===== src/rtl/mul_hilo_ctrl.sv =====
// rtl/mul_hilo_ctrl.sv - EXE-stage multiply/HI-LO controller for a 2-stage pipelined multiplier
module mul_hilo_ctrl #(
  parameter int MUL_LAT = 2
) (
  input  logic        clk,
  input  logic        rst,
  input  logic        in_valid,
  output logic        in_ready,
  input  logic [2:0]  in_op,
  input  logic [31:0] in_a,
  input  logic [31:0] in_b,
  input  logic        flush,
  output logic [32:0] mul_a,
  output logic [32:0] mul_b,
  input  logic [65:0] mul_p,
  output logic        out_valid,
  input  logic        out_ready,
  output logic [31:0] out_result,
  input  logic        hi_we,
  input  logic        lo_we,
  input  logic [31:0] hilo_wdata,
  output logic [31:0] hi,
  output logic [31:0] lo
);

  localparam int CW = (MUL_LAT > 1) ? $clog2(MUL_LAT) : 1;

  typedef enum logic [2:0] {S_IDLE, S_MUL, S_CAP, S_ACC, S_DONE} state_t;

  state_t         state_q, state_d;
  logic [2:0]     op_q, op_d;
  logic [CW-1:0]  cnt_q, cnt_d;
  logic [32:0]    mul_a_q, mul_a_d, mul_b_q, mul_b_d;
  logic [63:0]    prod_q, prod_d;
  logic [31:0]    hi_q, hi_d, lo_q, lo_d, res_q, res_d;
  logic [63:0]    hilo_new;
  logic           hilo_wr;
  logic           accept;
  logic           in_signed, op_acc, op_sub;
  logic [1:0]     unused_p;

  assign unused_p  = mul_p[65:64];
  assign accept    = in_valid && in_ready && !flush;
  assign in_signed = (in_op == 3'd0) || (in_op == 3'd2) || (in_op == 3'd3) || (in_op == 3'd5);
  assign op_acc    = (op_q >= 3'd3) && (op_q <= 3'd6);
  assign op_sub    = (op_q == 3'd5) || (op_q == 3'd6);

  always_ff @(posedge clk) begin
    if (rst) state_q <= S_IDLE;
    else     state_q <= state_d;
  end

  always_comb begin
    state_d = state_q;
    if (flush) begin
      state_d = S_IDLE;
    end else begin
      case (state_q)
        S_IDLE:  if (accept) state_d = S_MUL;
        S_MUL:   if (cnt_q == '0) state_d = S_CAP;
        S_CAP:   state_d = op_acc ? S_ACC : S_DONE;
        S_ACC:   state_d = S_DONE;
        S_DONE:  if (out_ready) state_d = S_IDLE;
        default: state_d = S_IDLE;
      endcase
    end
  end

  always_comb begin
    in_ready  = (state_q == S_IDLE) && !rst;
    out_valid = (state_q == S_DONE);
  end

  always_comb begin
    op_d     = op_q;
    cnt_d    = cnt_q;
    mul_a_d  = mul_a_q;
    mul_b_d  = mul_b_q;
    prod_d   = prod_q;
    hi_d     = hi_q;
    lo_d     = lo_q;
    res_d    = res_q;
    hilo_new = '0;
    hilo_wr  = 1'b0;

    if (accept) begin
      op_d    = in_op;
      cnt_d   = CW'(MUL_LAT - 1);
      mul_a_d = {in_signed & in_a[31], in_a};
      mul_b_d = {in_signed & in_b[31], in_b};
    end else if (state_q == S_MUL && cnt_q != '0) begin
      cnt_d = cnt_q - CW'(1);
    end

    // A flush kills any HI/LO or result update scheduled for this edge.
    if (!flush) begin
      if (state_q == S_CAP) begin
        case (op_q)
          3'd0, 3'd1: begin
            hilo_new = mul_p[63:0];
            hilo_wr  = 1'b1;
          end
          3'd2:    res_d  = mul_p[31:0];
          3'd7:    res_d  = '0;
          default: prod_d = mul_p[63:0];
        endcase
      end else if (state_q == S_ACC) begin
        hilo_new = op_sub ? ({hi_q, lo_q} - prod_q) : ({hi_q, lo_q} + prod_q);
        hilo_wr  = 1'b1;
      end
    end

    // The multiply write takes precedence over a coincident MTHI/MTLO.
    if (hilo_wr) begin
      hi_d  = hilo_new[63:32];
      lo_d  = hilo_new[31:0];
      res_d = hilo_new[31:0];
    end else begin
      if (hi_we) hi_d = hilo_wdata;
      if (lo_we) lo_d = hilo_wdata;
    end
  end

  always_ff @(posedge clk) begin
    if (rst) begin
      op_q    <= '0;
      cnt_q   <= '0;
      mul_a_q <= '0;
      mul_b_q <= '0;
      prod_q  <= '0;
      hi_q    <= '0;
      lo_q    <= '0;
      res_q   <= '0;
    end else begin
      op_q    <= op_d;
      cnt_q   <= cnt_d;
      mul_a_q <= mul_a_d;
      mul_b_q <= mul_b_d;
      prod_q  <= prod_d;
      hi_q    <= hi_d;
      lo_q    <= lo_d;
      res_q   <= res_d;
    end
  end

  assign mul_a      = mul_a_q;
  assign mul_b      = mul_b_q;
  assign hi         = hi_q;
  assign lo         = lo_q;
  assign out_result = res_q;

endmodule


===== config.mk =====
export PLATFORM = sky130hd
export DESIGN_NAME = mul_hilo_ctrl
export DESIGN_NICKNAME = d
export VERILOG_FILES = /design/src/rtl/mul_hilo_ctrl.sv
export SDC_FILE = /design/constraint.sdc
export NUM_CORES = 1
export LEC_CHECK = 0
export BUFFER_PORTS_ARGS = -buffer_cell sky130_fd_sc_hd__buf_4
export CORE_ASPECT_RATIO = 1.2
export CORE_MARGIN = 1.5
export CORE_UTILIZATION = 55
export DETAILED_ROUTE_END_ITERATION = 10
export PLACE_DENSITY = 0.84
export SLEW_MARGIN = 20
export SYNTH_ARGS = -nofsm -noshare
export SYNTH_HDL_FRONTEND = slang
export SYNTH_SLANG_ARGS = --single-unit

===== constraint.sdc =====
create_clock -name clk -period 5.52 [get_ports clk]
set_input_delay 0.276 -clock clk [delete_from_list [all_inputs] [get_ports clk]]
set_output_delay 0.276 -clock clk [all_outputs]
set_load 0.05 [all_outputs]

* Word level (Yosys, flattened, before mapping)
Index checks and enable logic that the tools add are counted.
** Cells by class
- Divide/modulo/power cells :: 0
- Equal/unequal tests :: 16
- Reduce and logical (&&, ||, !) cells :: 25
- $lt $le $gt $ge :: 2
- Shift operators :: 0
- Add/subtract/negate cells :: 3
- Muxes and demuxes :: 24
- $mul :: 0
- Bitwise operators :: 4
** Operator list (count)
- two-way mux 64 bit :: 5
- two-way mux 32 bit :: 7
- adder 64 bit :: 1
- case mux 32 bit (2 select lines) :: 1
- subtractor 64 bit :: 1
- equality test 3 x 2 -> 1 bit, second input constant :: 5
- equality test 3 bit, second input constant :: 5
- case mux 3 bit (5 select lines) :: 1
- two-way mux 3 bit :: 4
- logical NOT 3 bit :: 3
- AND reduction 3 bit :: 3
- nonzero test 2 bit :: 4
- equality test 3 x 1 -> 1 bit, second input constant :: 2
- two-way mux 1 bit :: 6
- logical AND 1 bit :: 5
- logical OR 1 bit :: 4
- != test 2 x 1 -> 1 bit, second input constant :: 2
- != test 2 bit, second input constant :: 2
- OR reduction 2 bit :: 2
- OR reduction 4 bit :: 1
- greater-or-equal comparator 3 x 2 -> 1 bit, second input constant :: 1
- <= comparator 3 bit, second input constant :: 1
- nonzero test 3 bit :: 1
- bitwise AND 1 bit :: 2
- 3 further kinds :: 5
** Word-level totals
- Latch bits :: 0
- Bits of input ports :: 172
- Memory bits (read-only) :: 0
- Memory bits (writable) :: 0
- Register bits :: 233
- Output and inout port bits :: 164
- Memories kept :: 0
- Logic and storage cells :: 83

* Longest topological paths before layout
- Depth in word-level cells :: 7
- Depth in mapped cells :: 25

* Least setup slack after synthesis
Ideal clock, no wire load.
- Kind :: register to register
- Start :: register prod_q[19]
- End :: register hi_q[28] (netlist: hi[28])
- Buffers on the path :: 1
- Path slack :: 649 ps
- Stages on the path, launching flop included :: 21
- Arrival :: 4776 ps
- Required time :: 5425 ps
- Cell sequence :: dfxtp_1 or4_4 nor4_4 or4b_4 nor2_4 inv_1 or3_1 o21ai_0 xor2_1 ha_1 and2_1 clkbuf_1 or3b_2 nor2_1 nand2_1 o21ai_1 nor2_1 o31ai_1 a41oi_1 xor2_1 a221oi_1
** Between the ends
- Longest elaborated chain between the ends :: 6
** RTL lines
- start, declared :: line 34 : logic [63:0] prod_q, prod_d;
- start signal, assigned :: line 139 : prod_q <= prod_d;
- adder 64 bit or subtractor 64 bit (tied branches) :: line 108 : hilo_new = op_sub ? ({hi_q, lo_q} - prod_q) : ({hi_q, lo_q} + prod_q);
- two-way mux 64 bit (*) :: line 108
- two-way mux 64 bit (*) :: line 107 : end else if (state_q == S_ACC) begin
- two-way mux 64 bit (*) :: line 97 : if (state_q == S_CAP) begin
- two-way mux 64 bit (*) :: line 96 : if (!flush) begin
- two-way mux 32 bit (*) :: line 114 : if (hilo_wr) begin
- end signal, assigned :: line 140 : hi_q <= hi_d;
- end, declared :: line 35 : logic [31:0] hi_q, hi_d, lo_q, lo_d, res_q, res_d;
Every way passes the cells marked *; elsewhere a longest branch is shown, timed or not.
A chain may end at the register's enable or synchronous reset.

* Worst setup path in the final report
- Start :: register prod_q[19]
- End :: register hi_q[29] (netlist: hi[29])
The elaborated chain is that of the path after synthesis.

==> results.cfg <==
[sta]
worstMarginPinSlew_ps = 1260
final-hold-violation-count = 1
finalCritPeriodShare = 0.959
worst_hold_slack_ps = -2.10
setup_violations = 0
clock-skew-final_ps = 21.6
max_freq_mhz = 189
setup_tns_ps = 0
fin_crit_ps = 5290
max-slew-margin-rel = 0.162
slew_viol_final = 0

[global_route]
grt_max_degree = 113
grt_usage = 0.425
grt_pass1_wl_mm = 92.7
grt_pass1_vias = 16700
overflow = 0
antenna_found_initial = 3

[die]
dieArea_mm2 = 0.0276
start_util = 0.558
core_region_area_mm2 = 0.0262
design.portCount = 336
die_y_um = 182
num_rows = 65
fp.dieW_um = 152

[clock_network]
cts.path.max_buffers = 3
h-tree-depth = 1
cts_buffers = 26
cts-root-buf = clkbuf_16
clkSinkCount = 233
cts_tree = built
cts.reportedPaths.clkPinSlew_ps = 60
clock_latency_ps = 560

[drt]
dr.pass1.iters = 5
final_antenna_net_count = 0
drt-wirelength-per-cell_um = 23.2
drc = 0
via_per_inst = 6.34
wl_mm = 61.4
drtIter0Drc = 1617
vias = 16800

[finish]
final_nets = 2529
drive_gt1_frac = 0.215
final_cells = 2650
area_growth_syn_to_layout_pct = 32.9

[pwr]
power_density_mw_per_mm2 = 261
peakVddDrop_v = 0.000253
power_mw = 5.08
leakage_nw = 8.20

[synthesis]
avgSynthCellArea_um2 = 7.64
ys_ff_latch = 233
synthArstFlopShare = 0
syn_inst = 1915
synth_fp_nets = 2152
synthDistinctLibCells = 81
yosysWarnings = 0
synth_area_mm2 = 0.0146
synthFlopType = dfxtp_1
synth_edf_count = 0
yosysSeqAreaShare = 0.319

[worst_setup_path]
cp.required_ps = 5910
critPathCaptureType = flip-flop
arrival_ps = 5680
cp-start-kind = flip-flop
criticalPathCategory = flip-flop to flip-flop
crit_fanout = 8

[place]
dp_hpwl_mm = 43.4
placed_cells = 2491
gp_congestion = 1.02
io_buffers = 333

[run_status]
status = finished, violations left
violations = hold timing

[min_path]
min_path_type = input port to flip-flop

[run]
drv_cap = 0
==> layout make-up <==
type                    count  area [µm²]
repair buffers            476        3840
flip-flops and latches    233        4670
diodes                      3        7.51
clock inverters            13         203
well taps                 335         419
inverters                  21        78.8
multi-input cells        1534        9470
fillers                  1924        6750
clock buffers              35         756
==> flip-flops by register name (all words and copies together), names as in the netlist <==
name and count:
out_result 32, cnt_q 1, hi 32, lo 32, prod_q 64, state_q 3
op_q 3, mul_b 33, mul_a 33
==> cell usage after synthesis, drive strengths merged (20+ instances only) <==
cell    instances  share of area
mux2i          54          0.037
xnor2          65          0.039
a21o           33          0.017
clkbuf        120          0.031
a211oi         48          0.026
nand2         368          0.095
nor2          139          0.036
mux2           33          0.025
a221oi         34          0.021
o21ai          72          0.025
xor2           56          0.034
inv            20         0.0051
a31oi          22         0.0094
a21oi         276          0.094
ha             64          0.055
nand3          25          0.010
dfxtp         233           0.32
nor3           59          0.022
==> where the power goes <==
| group | internal (mW) | switching (mW) | leakage (nW) |
|---|---|---|---|
| Combinational | 0.533 | 0.804 | 5.84 |
| Sequential | 1.73 | 0.0535 | 1.89 |
| Clock | 1.19 | 0.771 | 0.467 |
==> path summary, 6_finish.rpt <==
kind	from	endpoint	slack (ps)	cells past startpoint
hold / removal	mul_p[54]	prod_q[54]	-2	3
setup / recovery	prod_q[19]	hi[29]	230	22
setup reg to reg	prod_q[19]	hi[29]	230	22
hold reg to reg	mul_b[1]	mul_b[1]	460	2
==> per-layer routing <==
layer | global-route usage | part of all wire | up-vias | wire [µm]
li1 | - | - | 7569 | -
met1 | 0.465 | 0.35 | 7850 | 21500
met2 | 0.697 | 0.45 | 1093 | 27900
met3 | 0.106 | 0.10 | 299 | 6410
met4 | 0.351 | 0.092 | 2 | 5640
met5 | 0 | 0.00021 | - | 13
==> through the flow <==
step                      worst slack (ps)   util  hold WS (ps)  cell area, µm²
after floorplan                        649      -           359           14600
after global placement                 276  0.664           442           17400
after detailed placement               232  0.664           447           17400
after CTS                              191  0.740          1.39           19400
after global routing                 -10.1  0.742          3.82           19400
final                                  227  0.742         -2.10           19400
==> timing repair <==
action / CTS / global route
hold endpoints to repair: 104 / 0
hold buffers: 104 / 0
endpoints found under the setup margin: 0 / 6
setup buffers: 0 / 4
gates resized for setup: 0 / 8
==> critical path: stages, from the launching register on <==
cell	delay [ps]
dfxtp_1	360
or4_4	590
nor4_4	210
or4b_4	540
nor2_4	160
and2_4	200
nand3_4	100
nor3_4	260
buf_4	160
nand2_1	100
o31ai_2	250
xor2_1	200
ha_1	350
a21oi_1	280
o21bai_1	120
a21o_1	180
a21oi_1	120
o21ai_0	80
a21oi_1	200
o41ai_2	110
xor2_1	160
a221oi_1	310
a211oi_2	70
==> layout by cell type, fill, tap and decap left out, types with 27 or more instances in the layout <==
| cell | count |
|---|---|
| xnor2_1 | 64 |
| a21o_1 | 33 |
| dfxtp_1 | 232 |
| a221oi_1 | 32 |
| o21ai_0 | 64 |
| clkbuf_16 | 27 |
| mux2_2 | 33 |
| a211oi_1 | 45 |
| ha_1 | 64 |
| nor3_1 | 54 |
| xor2_1 | 56 |
| buf_4 | 371 |
| nor2_1 | 136 |
| a21oi_1 | 276 |
| mux2i_1 | 54 |
| nand2_1 | 367 |
| dlygate4sd3_1 | 104 |
==> logic make-up (layout without fill, tap and decap cells) <==
family / count (synthesis) / in the layout / synth area share
flip-flops: 233 / 233 / 0.319
buffers and inverters: 148 / 545 / 0.0381
adder cells (fa/ha/maj): 65 / 65 / 0.0561
XOR/XNOR: 121 / 121 / 0.0730
AO/OA/AOI/OAI: 564 / 564 / 0.237
AND/OR/NAND/NOR: 697 / 697 / 0.215
multiplexers: 87 / 87 / 0.0624
other: 0 / 3 / 0
Note: power is estimated with default switching activity, not from simulation.
